### config.mk
export PLATFORM = sky130hd
export DESIGN_NAME = lake_chan_pipe
export DESIGN_NICKNAME = d
export VERILOG_FILES = /design/src/rtl/lake_chan_pipe_pkg.sv /design/src/rtl/lake_chan_fifo.sv /design/src/rtl/lake_chan_pipe.sv
export SDC_FILE = /design/constraint.sdc
export NUM_CORES = 1
export LEC_CHECK = 0
export CELL_PAD_IN_SITES_DETAIL_PLACEMENT = 1
export CELL_PAD_IN_SITES_GLOBAL_PLACEMENT = 1
export CORE_MARGIN = 3
export CORE_UTILIZATION = 34
export DETAILED_ROUTE_END_ITERATION = 10
export PLACE_DENSITY_LB_ADDON = 0.1
export REMOVE_ABC_BUFFERS = 1
export SLEW_MARGIN = 10
export SYNTH_ARGS = -nofsm -noshare
export SYNTH_HDL_FRONTEND = slang
export SYNTH_SLANG_ARGS = --single-unit
### constraint.sdc
create_clock -name clk -period 1.7 [get_ports clk]
set_input_delay 0.425 -clock clk [delete_from_list [all_inputs] [get_ports clk]]
set_output_delay 0.425 -clock clk [all_outputs]
set_load 0.02 [all_outputs]
### src/rtl/lake_chan_pipe_pkg.sv
// Shared types and sizing helpers for the Lake multi-channel data pipe.
package lake_chan_pipe_pkg;

  // Per-channel operating mode.
  typedef enum logic [1:0] {
    S_BUF   = 2'd0,
    S_DRAIN = 2'd1,
    S_BYP   = 2'd2
  } chan_state_t;

  // Width of a FIFO pointer addressing 0..depth-1 (at least one bit).
  function automatic int unsigned ptr_w(input int unsigned depth);
    return (depth > 1) ? int'($clog2(depth)) : 1;
  endfunction

  // Width of an occupancy counter holding 0..depth.
  function automatic int unsigned occ_w(input int unsigned depth);
    return int'($clog2(depth + 1));
  endfunction

endpackage

### src/rtl/lake_chan_fifo.sv
// One channel of the Lake pipe: elastic FIFO with buffered/drain/bypass modes.
// The optional handshake counter is present when LAKE_CHAN_PIPE_STATS_EN is defined.
module lake_chan_fifo
  import lake_chan_pipe_pkg::*;
#(
  parameter int unsigned DATA_WIDTH = 1,
  parameter int unsigned DEPTH      = 2
`ifdef LAKE_CHAN_PIPE_STATS_EN
  , parameter int unsigned CNT_W    = 16
`endif
) (
  input  logic                  clk,
  input  logic                  rst_n,
  input  logic                  i_bypass,
  input  logic [DATA_WIDTH-1:0] i_data_in,
  input  logic                  i_valid,
  output logic                  o_ready,
  output logic [DATA_WIDTH-1:0] o_data_out,
  output logic                  o_valid,
  input  logic                  i_ready,
  output logic                  o_full,
  output logic                  o_empty
`ifdef LAKE_CHAN_PIPE_STATS_EN
  , output logic [CNT_W-1:0]    o_xfer_cnt
`endif
);

  localparam int unsigned PTR_W = ptr_w(DEPTH);
  localparam int unsigned OCC_W = occ_w(DEPTH);

  chan_state_t           state_q, state_d;
  logic [PTR_W-1:0]      head_q, tail_q;
  logic [OCC_W-1:0]      count_q;
  logic [DATA_WIDTH-1:0] mem_q [DEPTH];
  logic                  push, pop, full, empty, last_word;

  function automatic logic [PTR_W-1:0] next_ptr(input logic [PTR_W-1:0] p);
    return (p == PTR_W'(DEPTH - 1)) ? '0 : p + PTR_W'(1);
  endfunction

  assign full      = (count_q == OCC_W'(DEPTH));
  assign empty     = (count_q == '0);
  assign last_word = (count_q == OCC_W'(1));
  assign o_full    = full;
  assign o_empty   = empty || (state_q == S_BYP);

  // Mode state register.
  always_ff @(posedge clk or negedge rst_n) begin
    if (!rst_n) state_q <= S_BUF;
    else        state_q <= state_d;
  end

  // Next mode, handshake outputs and FIFO push/pop strobes.
  always_comb begin
    state_d    = state_q;
    o_ready    = 1'b0;
    o_valid    = !empty;
    o_data_out = mem_q[head_q];
    push       = 1'b0;
    pop        = 1'b0;
    unique case (state_q)
      S_BUF: begin
        o_ready = !full;
        push    = i_valid && !full;
        pop     = !empty && i_ready;
        // Go straight to bypass only if nothing remains buffered after this edge.
        if (i_bypass) begin
          if (!push && (empty || (last_word && pop))) state_d = S_BYP;
          else                                       state_d = S_DRAIN;
        end
      end
      S_DRAIN: begin
        pop = !empty && i_ready;
        if (!i_bypass)                       state_d = S_BUF;
        else if (empty || (last_word && pop)) state_d = S_BYP;
      end
      S_BYP: begin
        o_ready    = i_ready;
        o_valid    = i_valid;
        o_data_out = i_data_in;
        if (!i_bypass) state_d = S_BUF;
      end
      default: state_d = S_BUF;
    endcase
  end

  // FIFO storage, pointers and occupancy.
  always_ff @(posedge clk or negedge rst_n) begin
    if (!rst_n) begin
      head_q  <= '0;
      tail_q  <= '0;
      count_q <= '0;
      for (int i = 0; i < int'(DEPTH); i++) mem_q[i] <= '0;
    end else begin
      if (push) begin
        mem_q[tail_q] <= i_data_in;
        tail_q        <= next_ptr(tail_q);
      end
      if (pop) head_q <= next_ptr(head_q);
      if (push && !pop)      count_q <= count_q + OCC_W'(1);
      else if (pop && !push) count_q <= count_q - OCC_W'(1);
    end
  end

`ifdef LAKE_CHAN_PIPE_STATS_EN
  logic [CNT_W-1:0] xfer_q;

  // Saturating count of downstream handshakes in every mode.
  always_ff @(posedge clk or negedge rst_n) begin
    if (!rst_n)                                   xfer_q <= '0;
    else if (o_valid && i_ready && (xfer_q != '1)) xfer_q <= xfer_q + CNT_W'(1);
  end

  assign o_xfer_cnt = xfer_q;
`else
  // Without statistics the channel carries no counter.
`endif

endmodule

### src/rtl/lake_chan_pipe.sv
// Lake multi-channel data pipe: NUM_CHAN independent elastic channels.
// Optional per-channel transfer counters: define LAKE_CHAN_PIPE_STATS_EN.
module lake_chan_pipe
  import lake_chan_pipe_pkg::*;
#(
  parameter int unsigned NUM_CHAN   = 2,
  parameter int unsigned DATA_WIDTH = 1,
  parameter int unsigned DEPTH      = 2,
  parameter int unsigned CNT_W      = 16
) (
  input  logic                           clk,
  input  logic                           rst_n,
  input  logic [NUM_CHAN-1:0]            i_bypass,
  input  logic [NUM_CHAN*DATA_WIDTH-1:0] i_data_in,
  input  logic [NUM_CHAN-1:0]            i_valid,
  output logic [NUM_CHAN-1:0]            o_ready,
  output logic [NUM_CHAN*DATA_WIDTH-1:0] o_data_out,
  output logic [NUM_CHAN-1:0]            o_valid,
  input  logic [NUM_CHAN-1:0]            i_ready,
  output logic [NUM_CHAN-1:0]            o_full,
  output logic [NUM_CHAN-1:0]            o_empty
`ifdef LAKE_CHAN_PIPE_STATS_EN
  , output logic [NUM_CHAN*CNT_W-1:0]    o_xfer_cnt
`endif
);

  // One channel instance per bus slice.
  for (genvar c = 0; c < int'(NUM_CHAN); c++) begin : g_chan
    lake_chan_fifo #(
      .DATA_WIDTH (DATA_WIDTH),
      .DEPTH      (DEPTH)
`ifdef LAKE_CHAN_PIPE_STATS_EN
      , .CNT_W    (CNT_W)
`endif
    ) u_chan (
      .clk        (clk),
      .rst_n      (rst_n),
      .i_bypass   (i_bypass[c]),
      .i_data_in  (i_data_in[c*DATA_WIDTH +: DATA_WIDTH]),
      .i_valid    (i_valid[c]),
      .o_ready    (o_ready[c]),
      .o_data_out (o_data_out[c*DATA_WIDTH +: DATA_WIDTH]),
      .o_valid    (o_valid[c]),
      .i_ready    (i_ready[c]),
      .o_full     (o_full[c]),
      .o_empty    (o_empty[c])
`ifdef LAKE_CHAN_PIPE_STATS_EN
      , .o_xfer_cnt (o_xfer_cnt[c*CNT_W +: CNT_W])
`endif
    );
  end

`ifdef LAKE_CHAN_PIPE_STATS_EN
`else
  // Counter width only matters when statistics are built in.
  if (CNT_W == 0) begin : g_no_cnt
  end
`endif

endmodule
### After elaboration in Yosys (flattened, before gate mapping)

Cells that the tools add are included.
Widths: inputs -> output; s select.

* $add $sub $neg: 8
* $lt $le $gt $ge: 6
* equal/unequal tests: 14
* multiplexer cells: 42
* bitwise operators: 4
* reductions and logical operators: 38

Operators by type and width (number)
* $mux 2: 14
* $mux 1: 20
* $logic_and 1x1->1: 14
* $pmux 2 s3: 2
* $logic_not 1->1: 10
* $eq 2x1->1 const B: 4
* $eq 2x2->1 const B: 4
* $ge 2x2->1 const B: 4
* $logic_not 2->1: 4
* $ne 2x2->1 const B: 4
* $not 1->2: 4
* $ne 3x2->1 const B: 2
* $reduce_and 3->1: 2
* $add 1x1->1 const B: 4
* $add 2x1->2 const B: 2
* $bwmux 2: 2
* $logic_or 1x1->1: 4
* $lt 2x1->1 const B: 2
* $pmux 1 s2: 2
* $reduce_bool 2->1: 2
* $reduce_or 2->1: 2
* $sub 2x1->2 const B: 2
* $demux 1 s1: 2

* register bits: 16
* input port bits: 10
* output and inout bits: 10

### Longest topological paths before layout

* depth after elaboration: 9
* mapped depth: 7
* mapped depth without buffers: 7

### By module

From an unflattened synthesis, not the netlist that was laid out.

* cells, all modules: 86
* area, all modules: 903.4 µm²

By module, submodules not included
* lake_chan_fifo: instances 2, cells each 43, area each 451.7 µm², seq. area each 200.2 µm²

### Worst setup path after synthesis

No wires, ideal clock.

* kind: flip-flop to flip-flop
* start point: reg g_chan[0].u_chan.count_q[0]
* end point: reg g_chan[0].u_chan.count_q[1]
* data arrival time: 1.644 ns
* required time: 1.573 ns
* slack: -0.071 ns
* stages on the path, launching flop included: 8
* buffers on the path: 0
* cells stage by stage: dfrtp_1 -> inv_1 -> ha_1 -> or4b_4 -> inv_2 -> ha_1 -> nand2_1 -> o21ai_0

* cells in the longest elaborated chain, start to end: 7
* elaborated cells between the ends (all ways): 17
* classes of those cells: add/sub: 2; eq/ne: 1; mux: 4; reduce/logical: 10

RTL lines
* start, declared: line lake_chan_fifo.sv:33 `logic [OCC_W-1:0] count_q;`
* start signal, assigned: line lake_chan_fifo.sv:100 `if (push && !pop) count_q <= count_q + OCC_W'(1);`
* start signal, assigned: line lake_chan_fifo.sv:101 `else if (pop && !push) count_q <= count_q - OCC_W'(1);`
* $eq 2x2->1 (*): line lake_chan_fifo.sv:41 `assign full = (count_q == OCC_W'(DEPTH));`
* via g_chan[0].u_chan.o_full: line lake_chan_fifo.sv:21 `output logic o_full,`
* $logic_not 1->1 (*): line lake_chan_fifo.sv:64 `push = i_valid && !full;`
* $logic_and 1x1->1 (*): line lake_chan_fifo.sv:64
* $mux 1 (*): line lake_chan_fifo.sv:61 `unique case (state_q)`
* $logic_not 1->1: line lake_chan_fifo.sv:101
* $logic_and 1x1->1: line lake_chan_fifo.sv:101
* $reduce_bool 2->1 (no line)

Mark *: on every way through the listed nets, which the timed path passes. The rest lies on a longest branch. The select of a mux whose other input is x is not followed.
A chain may end at the register's enable or synchronous reset.

### Final worst setup path

* start point: reg g_chan[1].u_chan.count_q[1]
* end point: reg g_chan[1].u_chan.count_q[1]

* cells in the longest elaborated chain, start to end: 7
* elaborated cells between the ends (all ways): 17
* classes of those cells: add/sub: 2; eq/ne: 1; mux: 4; reduce/logical: 10

RTL lines (line)
* start, declared: lake_chan_fifo.sv:33
* start signal, assigned: lake_chan_fifo.sv:100
* start signal, assigned: lake_chan_fifo.sv:101
* $eq 2x2->1 or $logic_not 2->1 (tied branches): lake_chan_fifo.sv:41, lake_chan_fifo.sv:42
* $logic_not 1->1 (on tied branches): lake_chan_fifo.sv:64, lake_chan_fifo.sv:65, lake_chan_fifo.sv:73
* $logic_and 1x1->1 (on tied branches): lake_chan_fifo.sv:64, lake_chan_fifo.sv:65, lake_chan_fifo.sv:73
* $mux 1 (on tied branches)
* $logic_not 1->1 (on tied branches): lake_chan_fifo.sv:101, lake_chan_fifo.sv:100
* $logic_and 1x1->1 (on tied branches): lake_chan_fifo.sv:101, lake_chan_fifo.sv:100
* $reduce_bool 2->1 (no line) or $mux 2 (tied branches)

Several ways; a longest one is shown, not always the timed one. The select of a mux whose other input is x is not followed.

==> run_results.csv <==
group,metric,value,unit
clock_tree,clk_pin_slew,90,ps
logic_synthesis,ys.flop_type,"dfrtp_1",
timing,tightestPinTransition,177,ps
routing,vias,781,
critical_path,regToRegSetupSlack,-90,ps
final_layout,fin_util,0.583,
floorplanning,initial_core_util,0.374,
timing,layout_min_cycle_time,1790,ps
routing,wl_per_cell,13.0,um
timing,rsz0062_at_grt,"yes",
power_and_ir_drop,power.total,3.38,mW
logic_synthesis,ys.warnings.count,0,
critical_path,crit_path_end_kind,"flop",
clock_tree,clock-sinks,16,
logic_synthesis,synth_top_family_by_area,"simple AND/OR/NAND/NOR gates",
critical_path,rr_endpoint,"g_chan[1].u_chan.count_q[1]",
timing,drv_slew,0,
critical_path,cp.required,1870,ps
run,drv_cap,0,
logic_synthesis,async_flop_share,1.00,
logic_synthesis,synth_compound_area_frac,0.0671,
clock_tree,cts_tree,"yes",
final_layout,final_cell_area,0.00151,mm^2
critical_path,crit_path_max_incr_delay,530,ps
logic_synthesis,ys_seq_area_frac,0.413,
logic_synthesis,yosysUniqueCellTypes,23,
clock_tree,clockBufferDepth,2,
power_and_ir_drop,power.leakage,0.717,nW
critical_path,critPathLaunchType,"flop",
clock_tree,clockRootBuffer,"clkbuf_4",
logic_synthesis,synthMuxAreaShare,0.0710,
placement,port_buffers,19,
final_layout,layout-drive-gt1-share,0.547,
floorplanning,die_area,0.00353,mm^2
clock_tree,numCtsBuffers,3,
global_route,gr-usage-all-layers,0.141,
logic_synthesis,postSynthCellCount,97,
final_layout,final_common_cell,"buf_4",
critical_path,worst_path_max_delay_cell,"or4b_4",
placement,dp_hpwl,1670,um
routing,route.detailed.drc,0,
clock_tree,ctsHoldBuffers,0,
placement,placed_cell_area,0.00129,mm^2
hold_path,hp-class,"primary input to asynchronous set/reset pin",
global_route,grt_max_degree,17,
routing,drt_pass1_iterations,4,
critical_path,worst-path-max-fanout,4,
timing,fmax,0.558,GHz
status,status,"complete, but fails checks",
timing,max_slew_margin,0.879,
routing,via_per_inst,4.68,
floorplanning,core-area,0.00259,mm^2
timing,hold_viol,0,
floorplanning,die_y,59.4,um
routing,ant_nets,0,
global_route,grt_pass1_wl,3680,um
power_and_ir_drop,power_density,2240,mW/mm^2
status,violations,"setup timing",
critical_path,crit_path_frequent_cell,"ha_4",
clock_tree,cts_max_level,1,
clock_tree,clk-insertion-delay-late,280,ps
floorplanning,ios,20,
timing,setup_viol,9,
critical_path,critPathKind,"flop to flop",
timing,setup-tns-final,-568,ps
timing,final.setup.worst_slack,-93.0,ps
global_route,grt_antenna_before_repair,0,
logic_synthesis,syn-cell-area,970,um^2
final_layout,syn2layout_area_growth,55.6,%
power_and_ir_drop,peakVddDrop,0.00121,V
global_route,grt_overflow_total,0,
floorplanning,rows,18,
critical_path,r2r-start,"g_chan[1].u_chan.count_q[1]",
logic_synthesis,yosys.area_share.simple,0.173,
placement,routabilityCongestion,0.768,
logic_synthesis,synth_edf_count,0,
global_route,grt_pass1_vias,809,
logic_synthesis,synth_seq_cells,16,
logic_synthesis,avgSynthCellArea,10.0,um^2
final_layout,final_cell_mix,"buf_4, dfrtp_1, clkdlybuf4s50_1",
critical_path,cp.arrival,1960,ps
logic_synthesis,synth_xor_area_frac,0.0723,
logic_synthesis,synth_adder_area_share,0.103,
floorplanning,die_w,59.4,um
routing,drtIter0Drc,22,
timing,skew,7.72,ps
routing,drt_wl_total,2180,um
final_layout,antennaDiodeCount,0,
critical_path,crit_path_cell_trace,"buf_6 > ha_4 > or4b_4 > inv_4 > ha_4 > xor2_1 > o21ai_1",
final_layout,nets,156,
timing,period_share,1.05,
critical_path,r2r_cells,7,
critical path, delay by kind of cell (launching register included):
kind | cells | cell delay, ps
AOI/OAI and AO/OA | 1 | 100
xor gates and xnor gates | 1 | 130
adders and majority gates | 2 | 280
buffers and inverters | 2 | 220
DFF | 1 | 410
and+or+nand+nor | 1 | 530
power breakdown:
group	internal, mW	switching [mW]	leakage, nW
registers	0.583	0.167	0.194
clock network	0.130	0.114	0.0210
logic	1.32	1.07	0.503
layout make-up:
type | instances | area (um^2)
well taps | 30 | 37.5
flip-flops and latches | 16 | 400
clock buffers | 4 | 36.3
fillers | 292 | 1080
multi-input cells | 65 | 617
repair buffers | 46 | 390
inverters | 6 | 27.5
registers in the layout, summed over array words and instances (netlist names):
name                   cells
g_chan.u_chan.count_q      4
g_chan.u_chan.head_q       2
g_chan.u_chan.mem_q        4
g_chan.u_chan.tail_q       2
g_chan.u_chan.state_q      4
cells by family (layout without fill, tap and decap cells):
logic type	Yosys count	in the layout
simple gates	31	31
flops	16	16
buf+inv	16	56
compound gates	12	12
fa+ha+maj	8	8
xor+xnor	8	8
mux	6	6
per-stage QoR:
stage	hold slack [ps]	worst slack, ps	cells
floorplan	129	-170	87
global placement	481	-397	159
detailed placement	492	-437	159
CTS	468	-140	166
global route	472	-176	167
finish	459	-93.0	167
cell usage after synthesis (3+ instances only):
cell	n	area (um^2)
xnor2_1	6	52.6
dfrtp_1	16	400
nand2_1	7	26.3
a21oi_1	7	35.0
inv_1	4	15.0
o21ai_0	4	20.0
mux2_2	3	33.8
buf_4	10	75.1
nor3b_1	3	22.5
nor2_1	12	45.0
ha_1	8	100
worst max path at each step:
stage	from	endpoint	slack, ps	cells after the start
6_report	g_chan[1].u_chan.count_q[1]	g_chan[1].u_chan.count_q[1]	-90	7
5_1_grt	g_chan[1].u_chan.count_q[1]	o_ready[1]	-180	6
4_1_cts	g_chan[1].u_chan.count_q[1]	g_chan[1].u_chan.count_q[1]	-140	7
3_5_place_dp	i_valid[0]	o_valid[0]	-440	4
3_3_place_gp	i_valid[0]	o_valid[0]	-400	4
2_1_floorplan	g_chan[0].u_chan.count_q[0]	g_chan[0].u_chan.count_q[1]	-170	7
per-layer routing:
layer / GRT usage / part of all wire / vias to the layer above
li1: - / - / 393
met2: 0.218 / 0.49 / 13
met5: 0 / 0 / -
met3: 0.0523 / 0.045 / 4
met1: 0.190 / 0.46 / 371
met4: 0.0194 / 0.012 / 0
what timing repair did:
action	in CTS	in global routing
endpoints found under the setup margin	18	19
pin swaps	8	3
resized for setup	72	23
endpoints found under the hold margin	0	0
setup buffers	3	2
(Power assumes the default switching activity.)
